File: src/rtl/ct2960_pkg.sv
// Shared CT2960 riser definitions: DSP port offsets, status filler and bus FSM states.
package ct2960_pkg;

    localparam logic [3:0] DSP_RDATA     = 4'hA;
    localparam logic [3:0] DSP_RSTAT     = 4'hE;
    localparam logic [6:0] STATUS_FILLER = 7'h7F;

    typedef enum logic {
        IDLE  = 1'b0,
        DRIVE = 1'b1
    } bus_state_e;

    // Port decode captured when the host strobe is recognised.
    typedef struct packed {
        logic data;
        logic status;
    } cycle_sel_t;

endpackage

File: src/rtl/dsp_read_port_if.sv
// Host/DSP-side signal bundle of the DSP read port.
interface dsp_read_port_if #(
    parameter int unsigned DEPTH = 16,
    parameter int unsigned WIDTH = 8
);
    localparam int unsigned LW = $clog2(DEPTH) + 1;

    logic [WIDTH-1:0] wr_data;
    logic             wr_n;
    logic             clr_n;
    logic             ior_n;
    logic             sel_data;
    logic             sel_status;
    logic [WIDTH-1:0] data_out;
    logic             data_oe;
    logic             empty;
    logic             full;
    logic [LW-1:0]    level;
    logic             overflow;

    modport master (
        output wr_data, wr_n, clr_n, ior_n, sel_data, sel_status,
        input  data_out, data_oe, empty, full, level, overflow
    );

    modport slave (
        input  wr_data, wr_n, clr_n, ior_n, sel_data, sel_status,
        output data_out, data_oe, empty, full, level, overflow
    );
endinterface

File: src/rtl/sync_edge.sv
// Two-flop synchroniser plus edge detector for an asynchronous strobe (IOR#/IOW#).
module sync_edge #(
    parameter logic RESET_VAL = 1'b1
) (
    input  logic clk,
    input  logic reset,
    input  logic d,
    output logic rise_c,
    output logic fall_c
);
    logic s1_q, s1_d;
    logic s2_q, s2_d;
    logic s3_q, s3_d;

    // Shift chain: two synchroniser stages followed by the edge-history stage.
    always_comb begin
        s1_d = d;
        s2_d = s1_q;
        s3_d = s2_q;
    end

    // Flops reset to the strobe's idle level so release of reset is not seen as an edge.
    always_ff @(posedge clk or negedge reset) begin
        if (!reset) begin
            s1_q <= RESET_VAL;
            s2_q <= RESET_VAL;
            s3_q <= RESET_VAL;
        end else begin
            s1_q <= s1_d;
            s2_q <= s2_d;
            s3_q <= s3_d;
        end
    end

    assign rise_c = s2_q & ~s3_q;
    assign fall_c = ~s2_q & s3_q;
endmodule

File: src/rtl/dsp_read_port.sv
// Host read side of the DSP mailbox: byte FIFO from the DSP, returned on ISA data/status reads.
module dsp_read_port
    import ct2960_pkg::*;
#(
    parameter int unsigned DEPTH = 16,
    parameter int unsigned WIDTH = 8
) (
    input logic            clk,
    input logic            reset,
    dsp_read_port_if.slave bus
);
    localparam int unsigned AW = $clog2(DEPTH);
    localparam int unsigned LW = AW + 1;

    logic ior_rise_c, ior_fall_c;

    bus_state_e       state_q, state_d;
    cycle_sel_t       cycle_sel_q, cycle_sel_d;
    logic [WIDTH-1:0] data_out_q, data_out_d;
    logic             data_oe_q, data_oe_d;
    logic [AW-1:0]    rd_ptr_q, rd_ptr_d;
    logic [AW-1:0]    wr_ptr_q, wr_ptr_d;
    logic [LW-1:0]    level_q, level_d;
    logic             empty_q, empty_d;
    logic             full_q, full_d;
    logic             overflow_q, overflow_d;
    logic [WIDTH-1:0] last_q, last_d;
    logic [WIDTH-1:0] mem_q [DEPTH];
    logic [WIDTH-1:0] mem_d [DEPTH];

    logic pop_req_c, pop_c, push_c, flush_c;

    sync_edge #(.RESET_VAL(1'b1)) u_ior_sync (
        .clk    (clk),
        .reset  (reset),
        .d      (bus.ior_n),
        .rise_c (ior_rise_c),
        .fall_c (ior_fall_c)
    );

    // Bus FSM: capture the decode and drive value on strobe start, release and request a pop on strobe end.
    always_comb begin
        state_d     = state_q;
        cycle_sel_d = cycle_sel_q;
        data_out_d  = data_out_q;
        data_oe_d   = data_oe_q;
        pop_req_c   = 1'b0;
        case (state_q)
            IDLE: begin
                if (ior_fall_c) begin
                    state_d     = DRIVE;
                    cycle_sel_d = '{data: bus.sel_data, status: bus.sel_status};
                    data_oe_d   = bus.sel_data | bus.sel_status;
                    if (bus.sel_data) begin
                        data_out_d = empty_q ? last_q : mem_q[rd_ptr_q];
                    end else if (bus.sel_status) begin
                        data_out_d = WIDTH'({~empty_q, STATUS_FILLER});
                    end
                end
            end
            DRIVE: begin
                if (ior_rise_c) begin
                    state_d   = IDLE;
                    data_oe_d = 1'b0;
                    pop_req_c = cycle_sel_q.data;
                end
            end
            default: begin
                state_d   = IDLE;
                data_oe_d = 1'b0;
            end
        endcase
    end

    // FIFO: push/pop/flush bookkeeping; a full FIFO still accepts a push that coincides with a pop.
    always_comb begin
        flush_c    = ~bus.clr_n;
        pop_c      = pop_req_c & ~empty_q;
        push_c     = ~bus.wr_n & (~full_q | pop_c);
        mem_d      = mem_q;
        rd_ptr_d   = rd_ptr_q;
        wr_ptr_d   = wr_ptr_q;
        level_d    = level_q;
        overflow_d = overflow_q;
        last_d     = last_q;
        if (flush_c) begin
            rd_ptr_d   = '0;
            wr_ptr_d   = '0;
            level_d    = '0;
            overflow_d = 1'b0;
            last_d     = '0;
        end else begin
            if (push_c) begin
                mem_d[wr_ptr_q] = bus.wr_data;
                wr_ptr_d        = wr_ptr_q + AW'(1);
            end
            if (pop_c) begin
                last_d   = mem_q[rd_ptr_q];
                rd_ptr_d = rd_ptr_q + AW'(1);
            end
            level_d    = level_q + LW'(push_c) - LW'(pop_c);
            overflow_d = overflow_q | (~bus.wr_n & ~push_c);
        end
        empty_d = (level_d == '0);
        full_d  = (level_d == LW'(DEPTH));
    end

    // State and control registers.
    always_ff @(posedge clk or negedge reset) begin
        if (!reset) begin
            state_q     <= IDLE;
            cycle_sel_q <= '0;
            data_out_q  <= '0;
            data_oe_q   <= 1'b0;
            rd_ptr_q    <= '0;
            wr_ptr_q    <= '0;
            level_q     <= '0;
            empty_q     <= 1'b1;
            full_q      <= 1'b0;
            overflow_q  <= 1'b0;
            last_q      <= '0;
        end else begin
            state_q     <= state_d;
            cycle_sel_q <= cycle_sel_d;
            data_out_q  <= data_out_d;
            data_oe_q   <= data_oe_d;
            rd_ptr_q    <= rd_ptr_d;
            wr_ptr_q    <= wr_ptr_d;
            level_q     <= level_d;
            empty_q     <= empty_d;
            full_q      <= full_d;
            overflow_q  <= overflow_d;
            last_q      <= last_d;
        end
    end

    // FIFO storage array; contents are only meaningful between the pointers.
    always_ff @(posedge clk) begin
        mem_q <= mem_d;
    end

    assign bus.data_out = data_out_q;
    assign bus.data_oe  = data_oe_q;
    assign bus.empty    = empty_q;
    assign bus.full     = full_q;
    assign bus.level    = level_q;
    assign bus.overflow = overflow_q;
endmodule

File: src/flat_wrapper.sv
// flat-port wrapper written by rule: the top's interface ports become plain ports
module dsp_read_port_flat import ct2960_pkg::*;
#(
    parameter int unsigned DEPTH = 16,
    parameter int unsigned WIDTH = 8
)
  (clk, reset, bus_wr_data, bus_wr_n, bus_clr_n, bus_ior_n, bus_sel_data, bus_sel_status, bus_data_out, bus_data_oe, bus_empty, bus_full, bus_level, bus_overflow);
  dsp_read_port_if #(.DEPTH(DEPTH), .WIDTH(WIDTH)) bus_i ();
  input logic clk;
  input logic reset;
  input wire logic [$bits(bus_i.wr_data)-1:0] bus_wr_data;
  input wire logic [$bits(bus_i.wr_n)-1:0] bus_wr_n;
  input wire logic [$bits(bus_i.clr_n)-1:0] bus_clr_n;
  input wire logic [$bits(bus_i.ior_n)-1:0] bus_ior_n;
  input wire logic [$bits(bus_i.sel_data)-1:0] bus_sel_data;
  input wire logic [$bits(bus_i.sel_status)-1:0] bus_sel_status;
  output wire logic [$bits(bus_i.data_out)-1:0] bus_data_out;
  output wire logic [$bits(bus_i.data_oe)-1:0] bus_data_oe;
  output wire logic [$bits(bus_i.empty)-1:0] bus_empty;
  output wire logic [$bits(bus_i.full)-1:0] bus_full;
  output wire logic [$bits(bus_i.level)-1:0] bus_level;
  output wire logic [$bits(bus_i.overflow)-1:0] bus_overflow;
  assign bus_i.wr_data = bus_wr_data;
  assign bus_i.wr_n = bus_wr_n;
  assign bus_i.clr_n = bus_clr_n;
  assign bus_i.ior_n = bus_ior_n;
  assign bus_i.sel_data = bus_sel_data;
  assign bus_i.sel_status = bus_sel_status;
  assign bus_data_out = bus_i.data_out;
  assign bus_data_oe = bus_i.data_oe;
  assign bus_empty = bus_i.empty;
  assign bus_full = bus_i.full;
  assign bus_level = bus_i.level;
  assign bus_overflow = bus_i.overflow;
  dsp_read_port #(.DEPTH(DEPTH), .WIDTH(WIDTH)) u_core (.clk(clk), .reset(reset), .bus(bus_i));
endmodule
File: config.mk
export PLATFORM = sky130hd
export DESIGN_NAME = dsp_read_port_flat
export DESIGN_NICKNAME = d
export VERILOG_FILES = /design/src/rtl/ct2960_pkg.sv /design/src/rtl/dsp_read_port_if.sv /design/src/rtl/sync_edge.sv /design/src/rtl/dsp_read_port.sv /design/src/flat_wrapper.sv
export SDC_FILE = /design/constraint.sdc
export NUM_CORES = 1
export LEC_CHECK = 0
export CORE_ASPECT_RATIO = 0.7
export CORE_MARGIN = 1.5
export CORE_UTILIZATION = 60
export CTS_BUF_LIST = sky130_fd_sc_hd__clkbuf_16
export DETAILED_ROUTE_END_ITERATION = 12
export MAX_ROUTING_LAYER = met4
export PLACE_DENSITY = 0.78
export SLEW_MARGIN = 15
export SYNTH_ARGS = -nofsm -noshare
export SYNTH_HDL_FRONTEND = slang
export SYNTH_SLANG_ARGS = --single-unit
export TNS_END_PERCENT = 30
File: constraint.sdc
create_clock -name clk -period 5.37 [get_ports clk]
set_input_delay 0.8055 -clock clk [delete_from_list [all_inputs] [get_ports clk]]
set_output_delay 0.8055 -clock clk [all_outputs]
set_load 0.1 [all_outputs]
Word level (Yosys, flattened, before mapping)
Index checks and enable logic that the tools add are counted.
{ "word_totals": {"out_inout_bits": 17, "wordCells": 91, "reg_bits": 166, "mem_bits_rw": 0, "rom_bits": 0, "memories": 0, "latch_bits": 0} }
{ "op_classes": {"n_div": 0, "addsub": 4, "mux": 25, "reduce_logical": 7, "n_eq_ne": 5, "n_bitwise": 17, "shift": 0, "n_mul": 0, "n_lt_le_gt_ge": 3} }
{ "ops": {"columns": ["cell", "n"], "rows": [
  ["$bwmux 128", 1],
  ["$mux 8", 8],
  ["$bmux 8 s4", 1],
  ["$demux 8 s4", 1],
  ["$mux 4", 4],
  ["$ge 5x5->1 const B", 2],
  ["$not 4->5", 2],
  ["$add 4x1->4 const B", 2],
  ["$ne 2x1->1 const B", 4],
  ["$mux 1", 7],
  ["$not 1->1", 7],
  ["$reduce_and 2->1", 3],
  ["$add 5x1->5", 1],
  ["$and 1x1->1", 5],
  ["$eq 5x5->1 const B", 1],
  ["$logic_not 5->1", 1],
  ["$lt 5x1->1 const B", 1],
  ["$mux 5", 1],
  ["$sub 5x1->5", 1],
  ["$pmux 1 s2", 2],
  ["$or 1x1->1", 3],
  ["$reduce_and 3->1", 1],
  ["$reduce_bool 2->1", 1],
  ["$logic_and 1x1->1", 1]
]} }

Longest topological paths before layout
Gate-level depths: netlist (run 1).
{ "depth": {"depth_word": 11, "ltp_mapped": 11, "depth_no_buf": 10} }

Hierarchy
From an unflattened synthesis (run 1), not the netlist that was laid out.
{ "unflattened": {"hier_cells": 387, "area_unflattened_um2": 6784.0} }
{ "by_module_without_submodules": {"columns": ["mod", "cells_each", "area_each_um2", "instances"], "rows": [
  ["dsp_read_port", 382, 6690.2, 1],
  ["sync_edge", 5, 93.8, 1]
]} }

Least setup slack after synthesis (run 1)
Ideal clock, no wire load.
{ "synth_timing": {"path_type": "flip-flop to flip-flop", "start": "register u_core.empty_q (netlist: u_core.bus.empty)", "end": "register u_core.full_q (netlist: u_core.bus.full)", "path_slack_ns": 2.354, "stages_incl_launch_ff": 10, "required_time_ns": 5.265, "t_arrival_ns": 2.911, "period_less_slack_ns": 3.016, "cell_sequence": "dfstp_2 -> nor2_1 -> clkbuf_1 -> ha_1 -> inv_1 -> ha_1 -> fa_1 -> xor2_1 -> or3_1 -> nor4b_1"} }
{ "synth_between": {"elab_chain_cells": 8} }
{ "synth_lines": {"columns": ["element", "line_no", "text"], "rows": [
  ["start, declared", "dsp_read_port.sv:24", "logic empty_q, empty_d;"],
  ["start signal, assigned", "dsp_read_port.sv:130", "empty_q <= empty_d;"],
  ["$not 1->1 *", "dsp_read_port.sv:78", "pop_c = pop_req_c & ~empty_q;"],
  ["$and 1x1->1 *", "dsp_read_port.sv:78", null],
  ["$or 1x1->1", "dsp_read_port.sv:79", "push_c = ~bus.wr_n & (~full_q | pop_c);"],
  ["$and 1x1->1", "dsp_read_port.sv:79", null],
  ["$add 5x1->5", "dsp_read_port.sv:101", "level_d = level_q + LW'(push_c) - LW'(pop_c);"],
  ["$sub 5x1->5 *", "dsp_read_port.sv:101", null],
  ["$mux 5 *", "dsp_read_port.sv:86", "if (flush_c) begin"],
  ["$eq 5x5->1 *", "dsp_read_port.sv:105", "full_d = (level_d == LW'(DEPTH));"],
  ["named net u_core.full_d", "dsp_read_port.sv:25", "logic full_q, full_d;"],
  ["end signal, assigned", "dsp_read_port.sv:131", "full_q <= full_d;"],
  ["end, declared", "dsp_read_port.sv:25", null]
]} }
The timed path passes the listed nets; every way through them passes the cells marked *.
A chain may end at the register's enable or synchronous reset.

Final worst setup path (run 1)
{ "layout_timing": {"start": "input port bus_clr_n", "end": "register u_core.mem_q[100] (netlist name), enable pin"} }
{ "layout_between": {"elab_chain_cells": 1} }
{ "layout_lines": {"columns": ["element", "line_no", "text"], "rows": [
  ["start, declared", "flat_wrapper.sv:13", "input wire logic [$bits(bus_i.clr_n)-1:0] bus_clr_n;"],
  ["$reduce_and 2->1 (no source line)", null, null],
  ["end signal, assigned", "dsp_read_port.sv:139", "mem_q <= mem_d;"],
  ["end, declared", "dsp_read_port.sv:28", "logic [WIDTH-1:0] mem_q [DEPTH];"]
]} }
Every way passes these cells.

==> impl_results.md, run 1 <==
- Status: completed
- Most frequent cells in the layout: edfxtp_1 (128), dfrtp_1 (33), clkdlybuf4s50_1 (30)
- Final period util: 0.616
- Initial DRC Count: 385
- Hold WC Path Type: reg2reg
- Placed Cells: 557
- Transition time of the tightest slew-check pin: approximately 1.1 ns
- Required time worst endpoint: 5.40 ns
- Slowest stage delay, CP: 0.87 ns
- Worst-path clk slew: 0.06 ns
- IO Pins: 32
- Post-CTS Setup Bufs: 0
- #FFs+latches synth: 166
- Post-Layout Cell Count: 589
- Synth top area cells: edfxtp_1 (57%), dfrtp_1 (13%), mux4_2 (6.0%)
- Final Routed Wirelength: 13.2 mm
- Core Box Area: 11000 µm²
- Placer Congestion: approximately 0.80
- ANT nets after route: 0
- Pleak: 2.67 nW
- Worst Path Arrival: 3.34 ns
- Worst slew margin: 0.267
- CP bufs+invs: 3
- Commonest non-fill, non-tap cell in the layout: edfxtp_1
- Layout cells sized above 1: 0.154
- Resize count post-CTS: 0
- Clock Latency Late Sink: 0.42 ns
- H-tree depth: 4
- Fmax: 0.302 GHz
- Sequential area share after synthesis: 0.709
- Setup TNS: 0 ns
- GRT Util Overall: 0.253
- First-pass GRT wire length: between 20 and 25 mm
- Synth cell types: 43
- Die Y: ~92 µm
- Mapped Nets: 411
- Crit Path Max Fanout: 20
- Clock Skews: 0.00689 ns
- Post-synth top area share: 0.568
- TritonCTS Sinks: 166
- Power Dens Cells: 455 nW/µm²
- Final Max Tran Viols: 0
- DR pass1 iterations: 5
- Setup violators final: 0
- Vias in the first global route: about 3500
- Post-Synthesis Cells: 385
- Multi-input logic area: 1800 µm²
- Post-route DRC: 0
- CTS tree: built
- Syn Std Cell Area: 6770 µm²
- R2r setup slk: 2.44 ns
- Hold Vio Cnt, Final: 0
- CTS Buf Count: 17
- Hpwl dp: 8.43 mm
- Initial antenna violation count: 0
- Mean routed wirelength per cell: 22.4 µm
- Worst-path cell chain: clkdlybuf4s50_1, buf_4, clkinv_1, or4_1, nor3_1
- Mean post-synth cell area: between 15 and 20 µm²
- Die Wd: approximately 130 µm
- Crit path max-delay family: simple AND/OR/NAND/NOR gates
- Grt ovf: 0
- Area growth syn-to-layout: 15.2%
- Std-Cell Rows: 32
- Number of hold buffers added after CTS: 0
- Clock Tree Buf Depth: 2
- Worst Hold Slack: around 0.36 ns
- Crit-path slowest cell: nor3_1
- # diodes: 0
- IO Port Bufs: 31
- Initial Utilization: 0.615
- DR vias/cell: 6.07
- Nets: 449
- Crit path time final: between 3 and 4 ns
- Vias: 3574
- Largest net degree at the start of global routing: 39
- Critical path endpoint category: flip-flop
- Max_cap viols: 0
- Worst setup SP type: primary input
- Fillers: approximately 690
- Area leader, netlist: edfxtp_1
- Reg area: 4800 µm²
- Syn. warnings: 0
- Unrepaired setup endpoints after global routing: false
- CP Class: in2reg
- CTS Root Cell: clkbuf_16
- Worst vdd ir: 0.270 mV
- Die ar.: 11900 µm²
-- logic make-up (layout without fill, tap and decap cells) --
kind of cell | Yosys count | count (layout) | share of synthesized area
buf+inv | 31 | 82 | 0.0253
simple gates | 76 | 76 | 0.0590
mux | 32 | 32 | 0.114
xor+xnor | 7 | 7 | 0.00906
flops | 166 | 166 | 0.709
fa+ha+maj | 12 | 12 | 0.0229
compound gates | 61 | 61 | 0.0606
-- metal layers --
layer / GRT usage / vias up / share of wire
li1: - / 1608 / -
met1: 0.402 / 1805 / 0.48
met2: 0.321 / 138 / 0.43
met3: 0.0560 / 23 / 0.070
met4: 0.0991 / 0 / 0.020
met5: - / - / 0
-- where the power goes --
group | switching [mW] | internal [mW]
Combinational | 0.558 | 0.220
Clock | 0.482 | 0.772
Sequential | 0.0570 | 1.46
-- state kept, by name, indices dropped and copies added, names as in the netlist --
| signal | cells |
|---|---|
| u_core.bus.overflow | 1 |
| u_core.state_q | 1 |
| u_core.bus.level | 5 |
| u_core.u_ior_sync.s3_q | 1 |
| u_core.wr_ptr_q | 4 |
| u_core.bus.full | 1 |
| u_core.u_ior_sync.s1_q | 1 |
| u_core.bus.data_out | 8 |
| u_core.last_q | 8 |
| u_core.rd_ptr_q | 4 |
| u_core.cycle_sel_q | 1 |
| u_core.u_ior_sync.s2_q | 1 |
| u_core.mem_q | 128 |
| u_core.bus.empty | 1 |
| u_core.bus.data_oe | 1 |
-- worst paths after layout --
kind,from,end,cells past startpoint
setup / recovery,bus_clr_n,u_core.mem_q[100],5
max in group asynchronous,reset,u_core.rd_ptr_q[0],1
setup reg to reg,u_core.u_ior_sync.s3_q,u_core.bus.full,8
hold / removal,u_core.u_ior_sync.s1_q,u_core.u_ior_sync.s2_q,0
min in group asynchronous,reset,u_core.bus.level[3],1
hold reg to reg,u_core.u_ior_sync.s1_q,u_core.u_ior_sync.s2_q,0
-- metrics by stage --
| step | util | cell area (µm²) | power, mW | setup slack (ns) |
|---|---|---|---|---|
| floorplan | - | 6770 | 2.12 | 2.35 |
| global placement | 0.653 | 7190 | 2.31 | 1.73 |
| detailed placement | 0.653 | 7190 | 2.32 | 1.64 |
| CTS | 0.709 | 7800 | 3.57 | 2.09 |
| global route | 0.709 | 7800 | 3.67 | 1.93 |
| finish | 0.709 | 7800 | 3.55 | 2.06 |
-- layout make-up --
| type | count | share of cell area |
|---|---|---|
| flip-flops and latches | 166 | 0.615 |
| multi-input cells | 188 | 0.231 |
| well taps | 153 | 0.0245 |
| repair buffers | 37 | 0.0449 |
| clock inverters | 15 | 0.0237 |
| clock buffers | 17 | 0.0545 |
| inverters | 13 | 0.00626 |
-- synth_stat cells (all sizes together) --
master and n:
o21a 2, o31ai 3, dfstp 4, mux4 32
nor2b 2, nand3 4, nand3b 1, nor2 31
or3 2, o22ai 15, xor2 2, a21o 3
maj3 1, nand2b 2, nand4b 4, a22o 16
o21ai 5, dfrtp 34, and2 6, fa 1
a21oi 15, a221oi 1, edfxtp 128, a21boi 1
clkinv 1, nand2 13, inv 12, and4b 1
xnor2 5, or4 3, buf 10, ha 10
nor3b 1, nor3 5, clkbuf 8, nor4b 1
Note: power is estimated with default switching activity, not from simulation.
==> run 2: changes to the inputs <==
==> constraint.sdc (replaced) <==
create_clock -name clk -period 3.13 [get_ports clk]
set_input_delay 0.4695 -clock clk [delete_from_list [all_inputs] [get_ports clk]]
set_output_delay 0.4695 -clock clk [all_outputs]
set_load 0.1 [all_outputs]
==> run 2 against run 1 <==
Effect of this change: worst hold slack worse by 0.21 ns; routed wire length grew 4.2%; critical path depth rose by 5; via count increased by 3.2%; flip-flop and latch count did not move; critical path type is now reg2reg; combinational power up 71%; clock skew grew 0.0020 ns; first-iteration DRC count is 2.9% lower; register-to-register slack lost 2.0 ns; total power grew 66%; utilization is 0.48 points higher; final area rose by 0.67%.
==> impl_results.md, run 2 (synthesis results as in run 1) <==
- Status: completed
- Slowest stage delay, CP: 0.57 ns
- Fmax: 0.368 GHz
- Clock Skews: 0.00892 ns
- Largest Register: u_core.mem_q
- CTS tree: built
- Mean routed wirelength per cell: 22.6 µm
- Setup TNS: 0 ns
- Core Box Area: 11000 µm²
- Pleak: approximately 2.8 nW
- Max_cap viols: 0
- Vias in the first global route: 3589
- Post-route setup slack: 0.412 ns
- Die Y: 91.9 µm
- Setup WS pre-CTS: 0.465 ns
- Transition time of the tightest slew-check pin: 0.840 ns
- Area growth syn-to-layout: 16.0%
- ANT nets after route: 0
- Crit-path slowest cell: dfstp_2
- CP Class: reg2reg
- Worst setup SP type: flip-flop
- H-tree depth: 4
- Vias: 3689
- Die ar.: 11900 µm²
- Critical path's most frequent cell: ha_1
- Post-CTS Setup Bufs: 0
- Required time worst endpoint: 3.44 ns
- # diodes: 0
- Most frequent cells in the layout: edfxtp_1 (128), buf_4 (41), dfrtp_1 (33)
- Initial Utilization: 0.615
- Power Dens Cells: 749 nW/µm²
- IO Pins: 32
- Final Max Tran Viols: 0
- Post-route DRC: 0
- Number of hold buffers added after CTS: 0
- Commonest non-fill, non-tap cell in the layout: edfxtp_1
- Reg area: 4800 µm²
- Worst-path cell chain: nand4b_1, nor2_1, ha_1, inv_1, ha_1, fa_1, a21o_1, a21oi_1, xnor2_1, nor4b_1
- Final period util: 0.868
- Grt ovf: 0
- IO Port Bufs: 31
- Initial antenna violation count: 0
- Resize count post-CTS: 0
- Worst slew margin: 0.440
- Placer Congestion: 0.820
- Hold WC Path Type: in2async
- Multi-input logic area: 1800 µm²
- Std-Cell Rows: 32
- DR pass1 iterations: 5
- Hold Vio Cnt, Final: 0
- Worst vdd ir: slightly above 0.6 mV
- Nets: 468
- Crit Path Max Fanout: 5
- Layout cells sized above 1: 0.233
- First-pass GRT wire length: 21.0 mm
- Unrepaired setup endpoints after global routing: false
- Fillers: 695
- Worst-path clk slew: about 0.070 ns
- Clock Latency Late Sink: 0.43 ns
- Worst Path Arrival: 3.03 ns
- Largest net degree at the start of global routing: 39
- Crit path max-delay family: adder cells
- CTS Buf Count: 17
- Die Wd: 130 µm
- Initial DRC Count: ~370
- Critical path endpoint category: flip-flop
- TritonCTS Sinks: 166
- Clock Tree Buf Depth: 2
- Final Routed Wirelength: 13.7 mm
- GRT Util Overall: 0.262
- Crit path time final: 2.72 ns
- Max FFs per register: 128
- DR vias/cell: 6.07
- CTS Root Cell: clkbuf_16
- CP bufs+invs: 1
- Hpwl dp: between 9 and 10 mm
- Setup violators final: 0
[run 2: layer usage]
metal / global-route usage / part of all wire / wire length (µm)
met5: - / 0 / 0
met2: 0.362 / 0.47 / 6420
met3: 0.0630 / 0.065 / 898
met4: 0.0889 / 0.015 / 209
met1: 0.388 / 0.45 / 6210
[run 2: power by group]
part	switching (mW)	internal, mW
Sequential	0.0972	2.51
Combinational	0.974	0.360
Clock	0.870	1.07
Total	1.94	3.94
[run 2: worst register-to-register path: cells and delay by family (launching register included)]
kind	cells	cell delay, ns
AO/OA/AOI/OAI	2	0.37
XOR/XNOR	1	0.18
adder cells (fa/ha/maj)	3	0.89
buffers and inverters	1	0.04
flip-flops	1	0.57
AND/OR/NAND/NOR	3	0.56
[run 2: cell type report]
| type | count | share of cell area |
|---|---|---|
| Tap cell | 153 | 0.0244 |
| Sequential cell | 166 | 0.611 |
| Timing Repair Buffer | 56 | 0.0589 |
| Clock inverter | 14 | 0.0127 |
| Inverter | 13 | 0.00621 |
| Clock buffer | 18 | 0.0574 |
| Multi-Input combinational cell | 188 | 0.229 |
[run 2: path summary, 6_finish.rpt]
check	depth (start not counted)	end	start	slack [ns]
worst min-delay path	1	u_core.bus.level[3]	reset	0.14
worst min register to register	0	u_core.u_ior_sync.s2_q	u_core.u_ior_sync.s1_q	0.35
worst max-delay path	10	u_core.bus.full	u_core.u_ior_sync.s3_q	0.41
worst max register to register	10	u_core.bus.full	u_core.u_ior_sync.s3_q	0.41
min in group clk	0	u_core.u_ior_sync.s2_q	u_core.u_ior_sync.s1_q	0.35
max in group asynchronous	1	u_core.rd_ptr_q[0]	reset	2.40
[run 2: stage by stage]
step | std cells | area [µm²] | hold WS [ns] | util | power, mW
global placement | 576 | 7300 | 0.346 | 0.663 | 3.95
global route | 608 | 7850 | 0.218 | 0.713 | 6.08
CTS | 608 | 7850 | 0.165 | 0.713 | 5.90
finish | 608 | 7850 | 0.145 | 0.713 | 5.88
detailed placement | 576 | 7300 | 0.351 | 0.663 | 3.98
floorplan | 385 | 6770 | 0.174 | - | 3.64
==> run 3: changes to the inputs <==
--- a/config.mk
+++ b/config.mk
@@ -5,10 +5,11 @@
 export SDC_FILE = /design/constraint.sdc
 export NUM_CORES = 1
 export LEC_CHECK = 0
+export ABC_AREA = 1
 export CORE_ASPECT_RATIO = 0.7
-export CORE_MARGIN = 1.5
 export CORE_UTILIZATION = 60
 export CTS_BUF_LIST = sky130_fd_sc_hd__clkbuf_16
+export CTS_CLUSTER_DIAMETER = 80
 export DETAILED_ROUTE_END_ITERATION = 12
 export MAX_ROUTING_LAYER = met4
 export PLACE_DENSITY = 0.78
==> run 3 against run 2 <==
Effect of this change: via count up 41%; maximum frequency down 0.99%; flip-flop and latch count stayed put; critical path type unchanged; highest routed layer unchanged.
==> impl_results.md, run 3 <==
- Worst Path Arrival: ~3 ns
- Initial antenna violation count: 0
- CTS tree: built
- Post-synth EDFFs: 128
- Post-Synthesis Cells: 718
- CTS Root Cell: clkbuf_16
- DR pass1 iterations: 7
- Initial Utilization: 0.622
- Largest Register: u_core.mem_q
- Critical path endpoint category: flip-flop
- Cells on worst reg2reg path: 12
- Nets: 787
- CTS Buf Count: 17
- #FFs+latches synth: approximately 170
- Setup violators final: 0
- Final Util: 0.704
- Post-route setup slack: 0.385 ns
- Worst vdd ir: 0.604 mV
- Status: completed
- Commonest non-fill, non-tap cell in the layout: nand2_1
- ANT nets after route: 0
- Clock Latency Late Sink: around 0.42 ns
- Max_cap viols: 0
- Max FFs per register: 128
- Syn Std Cell Area: roughly 7400 µm²
- Worst-path clk slew: 0.06 ns
- Initial DRC Count: 598
- Setup TNS: 0 ns
- Vias in the first global route: 4787
- Worst slew margin: 0.415
- Clock Tree Buf Depth: 2
- Die Wd: 134 µm
- Transition time of the tightest slew-check pin: 0.877 ns
- Sequential area share after synthesis: 0.653
- DR vias/cell: 5.58
- Grt ovf: 0
- Hpwl dp: 10.5 mm
- Core Box Area: 11800 µm²
- # diodes: 0
- Synth top area cells: edfxtp_1 (52%), nand2_1 (12%), dfrtp_1 (12%)
- Final Max Tran Viols: 0
- Commonest register cell after synthesis: edfxtp_1
- Final period util: 0.877
- Pleak: 3.59 nW
- Mean post-synth cell area: ~10 µm²
- Layout cells sized above 1: 0.123
- Synth cell count leaders: nand2_1 (239), edfxtp_1 (128), nor2_1 (74), inv_1 (72), nand3_1 (49)
- TritonCTS Sinks: 166
- Die Y: 94.6 µm
- Clock Skews: 0.00876 ns
- Most frequent cells in the layout: nand2_1 (239), edfxtp_1 (128), inv_1 (77)
- IO Port Bufs: 31
- H-tree depth: 4
- Resize count post-CTS: 0
- Placer Congestion: 0.858
- Post-CTS Setup Bufs: 0
- Worst setup SP type: flip-flop
- Power Dens Cells: about 750 nW/µm²
- GRT Util Overall: 0.290
- Area leader, netlist: edfxtp_1
- First-pass GRT wire length: 25.9 mm
- Number of hold buffers added after CTS: 0
- Setup WS pre-CTS: 0.471 ns
- Mapped Nets: 744
- Area growth syn-to-layout: 13.2%
- Unrepaired setup endpoints after global routing: false
- Fmax: ~0.36 GHz
- Hold WC Path Type: in2async
- Synth cell types: 35
- Most frequent cell after synthesis: nand2_1
- Post-synth top area share: 0.523
- Syn. warnings: 0
- R2r setup slk: 0.39 ns
- Vias: 5192
- Mean routed wirelength per cell: roughly 18 µm
- Required time worst endpoint: 3.47 ns
- Hold Vio Cnt, Final: 0
- IO Pins: 32
- Largest net degree at the start of global routing: just over 80
- Post-route DRC: 0
- Crit Path Max Fanout: 10
- Ys async rst share: 0.229
- Std-Cell Rows: 33
- Final Routed Wirelength: between 15 and 20 mm
- CP Class: reg2reg
- Crit path time final: 2.74 ns
- Die ar.: 12700 µm²
## run 3: cell types whose count changed after synthesis, sizes merged, moves of 10 or more
cell and delta:
o22ai -15, nand2 +230, inv +67, mux4 -32
a22o -16, nand3 +55, nor3 +10, buf +14
nor2 +47
## run 3: worst max-delay path: stages, from the launching register on
cell and delay, ns:
dfstp_2 0.68, inv_6 0.09, nand4_4 0.14, inv_1 0.09
ha_1 0.27, inv_1 0.04, ha_1 0.20, fa_1 0.41
o21ai_0 0.18, a21oi_1 0.07, nor3_1 0.13, o21ai_0 0.18
nor2_1 0.19
## run 3: power breakdown
group / switching, mW / leakage [nW] / internal, mW
clock: 0.824 / 0.300 / 1.14
combinational: 1.29 / 1.66 / 0.371
sequential: 0.104 / 1.63 / 2.51
total: 2.22 / 3.59 / 4.02
## run 3: final timing paths
| kind | start | to |
|---|---|---|
| min in group clk | u_core.u_ior_sync.s2_q | u_core.u_ior_sync.s3_q |
| max reg2reg | u_core.bus.empty | u_core.bus.empty |
| max in group asynchronous | reset | u_core.rd_ptr_q[0] |
| max | u_core.bus.empty | u_core.bus.empty |
| min | reset | u_core.bus.data_out[6] |
| min reg2reg | u_core.u_ior_sync.s2_q | u_core.u_ior_sync.s3_q |
## run 3: kinds of logic (layout without fill, tap and decap cells)
kind of cell / after synthesis / in the layout / synth area share
AO/OA/AOI/OAI: 39 / 39 / 0.0277
XOR/XNOR: 1 / 1 / 0.00119
adder cells (fa/ha/maj): 11 / 11 / 0.0197
buffers and inverters: 104 / 160 / 0.0667
flip-flops: 166 / 166 / 0.653
AND/OR/NAND/NOR: 397 / 397 / 0.232
## run 3: layer usage
metal,vias up,track usage,routed length (µm)
met5,-,-,0
met4,0,0.0787,177
met3,24,0.0601,1430
met2,251,0.442,7840
met1,2498,0.400,7350
li1,2419,-,-
## run 3: area by class of cell
cell class                 instances  area (µm²)
sequential                       166        4800
fill                             841        3490
multi-input combinational        448        2060
clock buffer                      20         500
timing repair buffer              49         398
inverter                          79         307
tap                              157         196
clock inverter                    12        56.3
## run 3: per-stage QoR
step | instances | instance area [µm²] | total power, mW | hold WS [ns]
after floorplan | 718 | 7350 | 3.91 | 0.174
after global placement | 899 | 7760 | 4.25 | 0.355
after detailed placement | 899 | 7760 | 4.29 | 0.356
after CTS | 931 | 8320 | 6.22 | 0.183
after global routing | 931 | 8320 | 6.45 | 0.233
final | 931 | 8320 | 6.23 | 0.162
